$ cat src/rtl/adder_tree_pkg.sv
// Shared types and default widths for the adder-tree accumulator slice.
package adder_tree_pkg;

  localparam int ADDER_WIDTH_DEF = 48;
  localparam int ACC_EXTRA_DEF   = 16;
  localparam int MAX_BEATS_DEF   = 1024;
  localparam int SUM_W_DEF       = ADDER_WIDTH_DEF + 1;
  localparam int ACC_W_DEF       = SUM_W_DEF + ACC_EXTRA_DEF;

  typedef enum logic [1:0] {
    IDLE  = 2'd0,
    ACCUM = 2'd1,
    HOLD  = 2'd2
  } acc_state_t;

endpackage

$ cat src/rtl/adder_tree_acc_core.sv
// Accumulator datapath: acc/beats/ovf registers with a carry-detecting add.
// The *_next outputs give the totals including the beat being added this cycle.
module adder_tree_acc_core #(
  parameter int SUM_W   = 49,
  parameter int ACC_W   = 65,
  parameter int BEATS_W = 11
) (
  input  logic               clk,
  input  logic               rst,
  input  logic               clear,
  input  logic               en,
  input  logic [SUM_W-1:0]   in_sum,
  output logic [ACC_W-1:0]   acc_next,
  output logic [BEATS_W-1:0] beats_next,
  output logic               ovf_next
);

  logic [ACC_W-1:0]   acc;
  logic [BEATS_W-1:0] beats;
  logic               ovf;
  logic [ACC_W-1:0]   acc_base;
  logic [BEATS_W-1:0] beats_base;
  logic               ovf_base;
  logic [ACC_W:0]     sum_wide;

  // clear makes this cycle's add start a fresh frame
  always_comb begin
    acc_base   = clear ? '0 : acc;
    beats_base = clear ? '0 : beats;
    ovf_base   = clear ? 1'b0 : ovf;
    sum_wide   = {1'b0, acc_base} + {{(ACC_W + 1 - SUM_W){1'b0}}, in_sum};
    acc_next   = sum_wide[ACC_W-1:0];
    beats_next = beats_base + BEATS_W'(1);
    ovf_next   = ovf_base | sum_wide[ACC_W];
  end

  always_ff @(posedge clk) begin
    if (rst) begin
      acc   <= '0;
      beats <= '0;
      ovf   <= 1'b0;
    end else if (en) begin
      acc   <= acc_next;
      beats <= beats_next;
      ovf   <= ovf_next;
    end else if (clear) begin
      acc   <= '0;
      beats <= '0;
      ovf   <= 1'b0;
    end
  end

endmodule

$ cat src/rtl/adder_tree_accumulator.sv
// Frame accumulator behind the adder tree: sums beats until last/MAX_BEATS, then holds the total.
// state | meaning: IDLE no beats yet | ACCUM at least one beat taken | HOLD total presented
module adder_tree_accumulator
  import adder_tree_pkg::*;
#(
  parameter int ADDER_WIDTH  = ADDER_WIDTH_DEF,
  parameter int ACC_EXTRA    = ACC_EXTRA_DEF,
  parameter int MAX_BEATS    = MAX_BEATS_DEF,
  localparam int SUM_W       = ADDER_WIDTH + 1,
  localparam int ACC_W       = SUM_W + ACC_EXTRA,
  localparam int BEATS_W     = $clog2(MAX_BEATS + 1)
) (
  input  logic               clk,
  input  logic               rst,
  input  logic               in_valid,
  output logic               in_ready,
  input  logic [SUM_W-1:0]   in_sum,
  input  logic               in_last,
  output logic               out_valid,
  input  logic               out_ready,
  output logic [ACC_W-1:0]   out_acc,
  output logic [BEATS_W-1:0] out_beats,
  output logic               out_ovf
);

  acc_state_t         state, state_next;
  logic               rdy_q;
  logic               accept;
  logic               frame_end;
  logic               clear;
  logic [ACC_W-1:0]   acc_next;
  logic [BEATS_W-1:0] beats_next;
  logic               ovf_next;

  adder_tree_acc_core #(
    .SUM_W   (SUM_W),
    .ACC_W   (ACC_W),
    .BEATS_W (BEATS_W)
  ) u_core (
    .clk        (clk),
    .rst        (rst),
    .clear      (clear),
    .en         (accept),
    .in_sum     (in_sum),
    .acc_next   (acc_next),
    .beats_next (beats_next),
    .ovf_next   (ovf_next)
  );

  always_ff @(posedge clk) begin
    if (rst) begin
      state <= IDLE;
      rdy_q <= 1'b0;
    end else begin
      state <= state_next;
      rdy_q <= 1'b1;
    end
  end

  always_comb begin
    accept    = in_valid && in_ready;
    frame_end = accept && (in_last || (beats_next == BEATS_W'(MAX_BEATS)));
    clear     = (state == IDLE) || ((state == HOLD) && out_ready);
    state_next = state;
    case (state)
      IDLE, ACCUM: begin
        if (frame_end)   state_next = HOLD;
        else if (accept) state_next = ACCUM;
      end
      HOLD:    if (out_ready) state_next = IDLE;
      default: state_next = IDLE;
    endcase
  end

  // rdy_q keeps in_ready low through the reset cycle without depending on rst combinationally
  always_comb begin
    in_ready  = rdy_q && (state != HOLD);
    out_valid = (state == HOLD);
  end

  always_ff @(posedge clk) begin
    if (rst) begin
      out_acc   <= '0;
      out_beats <= '0;
      out_ovf   <= 1'b0;
    end else if (frame_end) begin
      out_acc   <= acc_next;
      out_beats <= beats_next;
      out_ovf   <= ovf_next;
    end
  end

endmodule
$ cat config.mk
export PLATFORM = sky130hd
export DESIGN_NAME = adder_tree_accumulator
export DESIGN_NICKNAME = d
export VERILOG_FILES = /design/src/rtl/adder_tree_pkg.sv /design/src/rtl/adder_tree_acc_core.sv /design/src/rtl/adder_tree_accumulator.sv
export SDC_FILE = /design/constraint.sdc
export NUM_CORES = 1
export LEC_CHECK = 0
export ABC_AREA = 1
export BUFFER_PORTS_ARGS = -buffer_cell sky130_fd_sc_hd__clkbuf_2
export CORE_MARGIN = 2
export CORE_UTILIZATION = 65
export DETAILED_ROUTE_END_ITERATION = 6
export GPL_TIMING_DRIVEN = 0
export PLACE_DENSITY_LB_ADDON = 0.3
export REMOVE_ABC_BUFFERS = 1
export SLEW_MARGIN = 10
export SYNTH_ARGS = -nofsm -noshare
export SYNTH_HDL_FRONTEND = slang
export SYNTH_SLANG_ARGS = --single-unit
$ cat constraint.sdc
create_clock -name clk -period 5.47 [get_ports clk]
set_input_delay 0.2735 -clock clk [delete_from_list [all_inputs] [get_ports clk]]
set_output_delay 0.2735 -clock clk [all_outputs]
set_load 0.05 [all_outputs]
Word-level counts from Yosys, hierarchy flattened
Cells that the tools add are included.
{"block": "totals", "out_inout_bits": 79, "elab_cells": 37, "in_bits": 54, "regBits": 157}
{"block": "op_classes", "bitwise": 1, "add_sub_neg": 2, "n_reduce_logical": 9, "n_mux": 11, "eq_ne": 6}
{"operator": "$mux W65", "n": 2}
{"operator": "$add A65 B49 Y66", "n": 1}
{"operator": "$mux W11", "n": 2}
{"operator": "$add A11 B1 Y11 const B", "n": 1}
{"operator": "$eq A11 B11 Y1 const B", "n": 1}
{"operator": "$mux W2", "n": 3}
{"operator": "$logic_and A1 B1 Y1", "n": 4}
{"operator": "$pmux W2 S2", "n": 1}
{"operator": "$mux W1", "n": 3}
{"operator": "$ne A3 B3 Y1 const B", "n": 1}
{"operator": "$eq A2 B1 Y1 const B", "n": 1}
{"operator": "$eq A2 B2 Y1 const B", "n": 1}
{"operator": "$logic_not A2 Y1", "n": 1}
{"operator": "$logic_or A1 B1 Y1", "n": 2}
{"operator": "$ne A2 B1 Y1 const B", "n": 1}
{"operator": "$ne A2 B2 Y1 const B", "n": 1}
{"operator": "$reduce_and A2 Y1", "n": 1}
{"operator": "$reduce_or A2 Y1", "n": 1}
{"operator": "$or A1 B1 Y1", "n": 1}

Depth between registers and ports, before layout
{"block": "depth", "word_depth": 10, "ltp_mapped": 26, "depth_no_buf": 22}

Hierarchy
A second synthesis with hierarchy kept.
{"block": "hier_totals", "cells_unflattened": 2265, "area_unflattened_um2": 12557.0}
{"module": "adder_tree_acc_core", "cells_per_inst": 1732, "n_inst": 1, "area_each_um2": 8996.1}
{"module": "adder_tree_accumulator", "cells_per_inst": 533, "n_inst": 1, "area_each_um2": 3560.9}

Least setup slack after synthesis
OpenSTA, ideal clock, no wires.
{"block": "synth_path", "kind": "register to register", "startpoint": "reg state[0]", "endpoint": "reg out_acc[28]", "arrival_time_ns": 3.059, "path_slack_ns": 2.299, "required_time_ns": 5.359, "path_buffers": 6, "synth_period_minus_slack_ns": 3.171, "setup_ns": 0.111, "path_stages_with_launch": 25, "cell_sequence": "dfxtp_1 -> inv_2 -> nand2_2 -> buf_4 -> buf_6 -> clkbuf_1 -> buf_1 -> nand2_1 -> inv_1 -> ha_1 -> nand2_1 -> inv_1 -> nand3_1 -> nor2_1 -> nand2_1 -> o21ai_0 -> nand2_1 -> nand3_2 -> nor2_2 -> nor2_4 -> nor2_4 -> buf_6 -> buf_6 -> nor2_2 -> nor2_2"}
{"block": "synth_between", "elab_chain_len": 8}
{"element": "start, declared", "line": "adder_tree_accumulator.sv:26", "source": "acc_state_t state, state_next;"}
{"element": "start signal, assigned", "line": "adder_tree_accumulator.sv:55", "source": "state <= state_next;"}
{"element": "$eq A2 B2 Y1", "line": "adder_tree_accumulator.sv:63", "source": "clear = (state == IDLE) || ((state == HOLD) && out_ready);"}
{"element": "$logic_and A1 B1 Y1", "line": "adder_tree_accumulator.sv:63"}
{"element": "$logic_or A1 B1 Y1", "line": "adder_tree_accumulator.sv:63"}
{"element": "$mux W11"}
{"element": "$add A11 B1 Y11", "line": "adder_tree_acc_core.sv:33", "source": "beats_next = beats_base + BEATS_W'(1);"}
{"element": "$eq A11 B11 Y1", "line": "adder_tree_accumulator.sv:62", "source": "frame_end = accept && (in_last || (beats_next == BEATS_W'(MAX_BEATS)));"}
{"element": "$logic_or A1 B1 Y1", "line": "adder_tree_accumulator.sv:62"}
{"element": "$logic_and A1 B1 Y1", "line": "adder_tree_accumulator.sv:62"}
{"element": "end signal, assigned", "line": "adder_tree_accumulator.sv:87", "source": "out_acc <= acc_next;"}
{"element": "end, declared", "line": "adder_tree_accumulator.sv:21", "source": "output logic [ACC_W-1:0] out_acc,"}
Several ways; a longest one is shown, not always the timed one.
A chain may end at the register's enable or synchronous reset.

Worst setup path after layout
{"block": "layout_path", "startpoint": "reg state[1]", "endpoint": "reg out_acc[61]"}
The elaborated chain is that of the path after synthesis.

==> run summary <==
After clock tree synthesis, the clock-pin slew on the worst setup and hold paths is 70 ps. 0 antenna diodes ended up in the layout. By area, the combinational part of the netlist is dominated by simple AND/OR/NAND/NOR gates. After floorplanning, the core was sized to cover 0.0174 mm². The area share of xor/xnor cells in the synthesized design came out at 1.43%. The ratio of routed vias to standard cells was 5.57. The number of hold buffers added after CTS was 0.

The end-of-flow core utilization is 75.0%. The buffer levels on the longest clock path came out at 2. The path class of the tightest hold or removal check is input port to register. The worst setup path is of the register to register kind. For hold timing, the worst endpoint is state[1]. The simple-gate share of the synthesized area came out at 39.9%. In this run the horizontal extent of the chip is 138 µm. Setup slack on the worst reg-to-reg path comes out at 850 ps. The post-cts gate resize count is 0, and the synthesized flop and latch total is 157. The count of final hold-check violations is 0. Summing every instance area after synthesis gives 0.0117 mm². The critical path launch point was state[1].

The tools report the critical register-to-register path startpoint as state[1]. The endpoint identified for the worst register-to-register timing path is out_acc[61]. The number of routed nets with antenna violations is 0, and the share of the clock period used by the worst path after layout is 84.4%. Of the total synthesized cell area, the portion taken by full adders, half adders and majority gates is 5.64%.

On the final layout, the worst clock skew is 12.4 ps. CTS built an H-tree with a depth of 4. The die covers 0.0190 mm². The worst setup path is launched from a register.

Along the worst path, the maximum fanout reaches 58. Entering global routing, the biggest net connects 119 pins. The compound-cell area share of the yosys netlist was 12.5%. VDD sags by at most 0.000250 V. STA classifies the critical path endpoint as a register.

In this run the clock root is driven by a sky130_fd_sc_hd__clkbuf_16. The final cell area excluding filler cells came out at 0.0131 mm². The clock sink count is 157. The leakage power figure was 0.00735 µW.

Based on the critical path, the design can be clocked at up to 0.217 GHz. At the pin with the least slew margin, the transition time is 1140 ps. The design draws 3090 µW.

The post-route worst hold slack is 243 ps, and the worst relative slew slack is 23.8%. Yosys printed 0 warnings. Number of global-route vias before repair: 11753. The distinct cell type count of the synthesized netlist is 43. The logs give 0 for the final global-route overflow total and 0 for the remaining routing DRC violations. The routed design has 37500 µm of wire. Setup repair after global routing left no endpoint under its margin. The flow ran to the end, and the final reports show no timing, DRC or antenna violations. Input and output buffers added on the ports amount to 132.

In this run the cell area measured after placement is 0.0124 mm². In this run the core area contains 48 standard-cell rows. For the total vias in the final route, the log shows 13236. For this run, the register share of the synthesized area comes to 27.0%.

The tools report the number of antenna violations at the first check in global routing as 0. For the worst setup path, the data arrival time is 5010 ps. The synthesized instance count was 2042; the proportion of layout cells with a drive suffix above 1 was 9.48%.

Buffers added to address setup during post-CTS repair amount to 0. The final critical-path required period was 4620 ps. At the end of routability-driven placement, the weighted congestion stood at 1.07. Dividing the detail-routed wire length by the instance count gives 15.8 µm. The first global-routing pass estimated 56900 µm of wire. For this run, the detailed router's first-pass iteration total came to 6. The mux contribution to synthesized area came out at 0%.

Global routing used 38.7% of the available tracks across all layers. TritonCTS built the clock tree. The placed wire-length estimate after detailed placement came out at 27900 µm.

The die height came out at 138 µm. For the worst flop-to-flop path, the logic depth is 17. Max-cap violations in this run came to 0. The count of final max-slew check failures was 0; the layout overhead on the synthesized area was 12.0%. Once the floorplan was initialized, standard cells occupied 67.0% of the core.

The startpoint identified for the worst hold timing path is out_ready. Counting the buffers created by CTS gives 17. For the worst setup path, the data required time is 5860 ps. In this run the mean area of a mapped cell was 5.71 µm².

The number of DRC markers after the initial detailed-route iteration was 1151; the number of nets in the layout was 2244. During I/O placement, the number of pins put on the boundary was 133. The logs give 0 for the setup-violating endpoint count in the final report and 1448 for the total of fill cells in the finished design.

Counting instances, the worst hold path has a depth of 4. The later pin in the worst-skew pair is clocked with a latency of 450 ps. The power per cell area is 237 mW/mm².
==> logic make-up (layout without fill, tap and decap cells) <==
kind of cell    after synthesis  count (layout)
flops                       157             157
xor+xnor                     19              19
simple gates               1141            1141
buf+inv                     405             514
fa+ha+maj                    52              52
compound gates              268             268
==> how the worst max path moves through the flow <==
stage                        endpoint  slack (ps)  cells past startpoint
after floorplan           out_acc[33]         100                      9
after global placement    out_acc[42]       -1160                      9
after detailed placement  out_acc[61]         520                     19
after CTS                 out_acc[61]         550                     17
after global routing      out_acc[51]         450                     17
final                     out_acc[61]         850                     17
==> synth_stat cells (all sizes together) <==
library cell  count  area, µm²
a211oi            6       45.0
a21o              1       7.51
a21oi           116        581
a31oi             1       6.26
and2              1       6.26
and3              3       18.8
buf              23        145
clkbuf           35        133
clkinv            1       3.75
dfxtp           157       3140
fa                1       20.0
ha               51        638
inv             346       1300
nand2           625       2360
nand3           108        546
nand3b            6       45.0
nand4            25        171
nor2            353       1390
nor3             12       65.1
nor3b             2       15.0
nor4              1       6.26
o211ai           22        165
o21a              2       15.0
o21ai           107        536
o21bai           10       86.3
o221ai            1       8.76
o22ai             2       12.5
or2               5       31.3
xnor2            13        114
xor2              6       52.6
==> stage by stage <==
step | cells | setup TNS [ps] | setup slack [ps]
floorplan | 1984 | 0 | 100
global placement | 2341 | -65290 | -1160
detailed placement | 2343 | 0 | 523
CTS | 2375 | 0 | 547
global route | 2376 | 0 | 446
finish | 2376 | 0 | 853
==> cell type report <==
class                           instances  area, µm²  area share [%]
Clock inverter                         14        198            1.51
Clock buffer                           18        429            3.28
Inverter                              347       1310            10.0
Timing Repair Buffer                  135        743            5.69
Sequential cell                       157       3140            24.1
Tap cell                              225        282            2.15
Multi-Input combinational cell       1480       6960            53.3
==> power by group <==
part,leakage (µW),switching (µW),internal [µW]
clock,0.000303,562,737
combinational,0.00576,411,154
sequential,0.00128,28.1,1200
==> layout by cell type, fill, tap and decap left out, drive strengths merged <==
cell	netlist	routed
and3	3	3
nand3	108	108
buf	23	3
and2	1	1
fa	1	1
a21o	1	1
ha	51	51
nor4	1	1
nand2	625	625
bufinv	0	3
o22ai	2	2
o211ai	22	22
nand3b	6	6
o21a	2	2
clkinvlp	0	1
nor3b	2	2
o221ai	1	1
xnor2	13	13
nor2	353	353
o21ai	107	107
a211oi	6	6
clkbuf	35	150
a31oi	1	1
inv	346	353
nor3	12	12
nand4	25	25
xor2	6	6
clkinv	1	4
dfxtp	157	157
or2	5	5
o21bai	10	10
a21oi	116	116
==> per-layer routing <==
layer  GRT usage, %  vias up  share of wire (%)
met1           45.9     5914                 39
met5              0        -                  0
met4           22.4        0                5.6
li1               -     6523                  -
met3           5.37      145                7.9
met2           66.6      654                 47
==> critical path, stage by stage, from the launching register on <==
cell and delay (ps):
sky130_fd_sc_hd__dfxtp_1 410, sky130_fd_sc_hd__nand2_1 140, sky130_fd_sc_hd__nand2_4 570, sky130_fd_sc_hd__nand2_1 220
sky130_fd_sc_hd__inv_1 180, sky130_fd_sc_hd__ha_1 280, sky130_fd_sc_hd__nand2_1 80, sky130_fd_sc_hd__inv_1 70
sky130_fd_sc_hd__nand3_1 120, sky130_fd_sc_hd__o21bai_1 190, sky130_fd_sc_hd__nand2_1 110, sky130_fd_sc_hd__nor2_1 140
sky130_fd_sc_hd__nand2_1 130, sky130_fd_sc_hd__o21bai_4 860, sky130_fd_sc_hd__nand2_4 590, sky130_fd_sc_hd__nand2_1 240
sky130_fd_sc_hd__nand2_1 80, sky130_fd_sc_hd__nor2_1 110
==> flip-flops by register name, summed over array words and instances (netlist names) <==
signal	count
out_acc	65
u_core.acc	65
out_beats	11
u_core.beats	11
state	2
out_ovf	1
rdy_q	1
u_core.ovf	1
No activity file was read; power rests on OpenSTA's default activity.
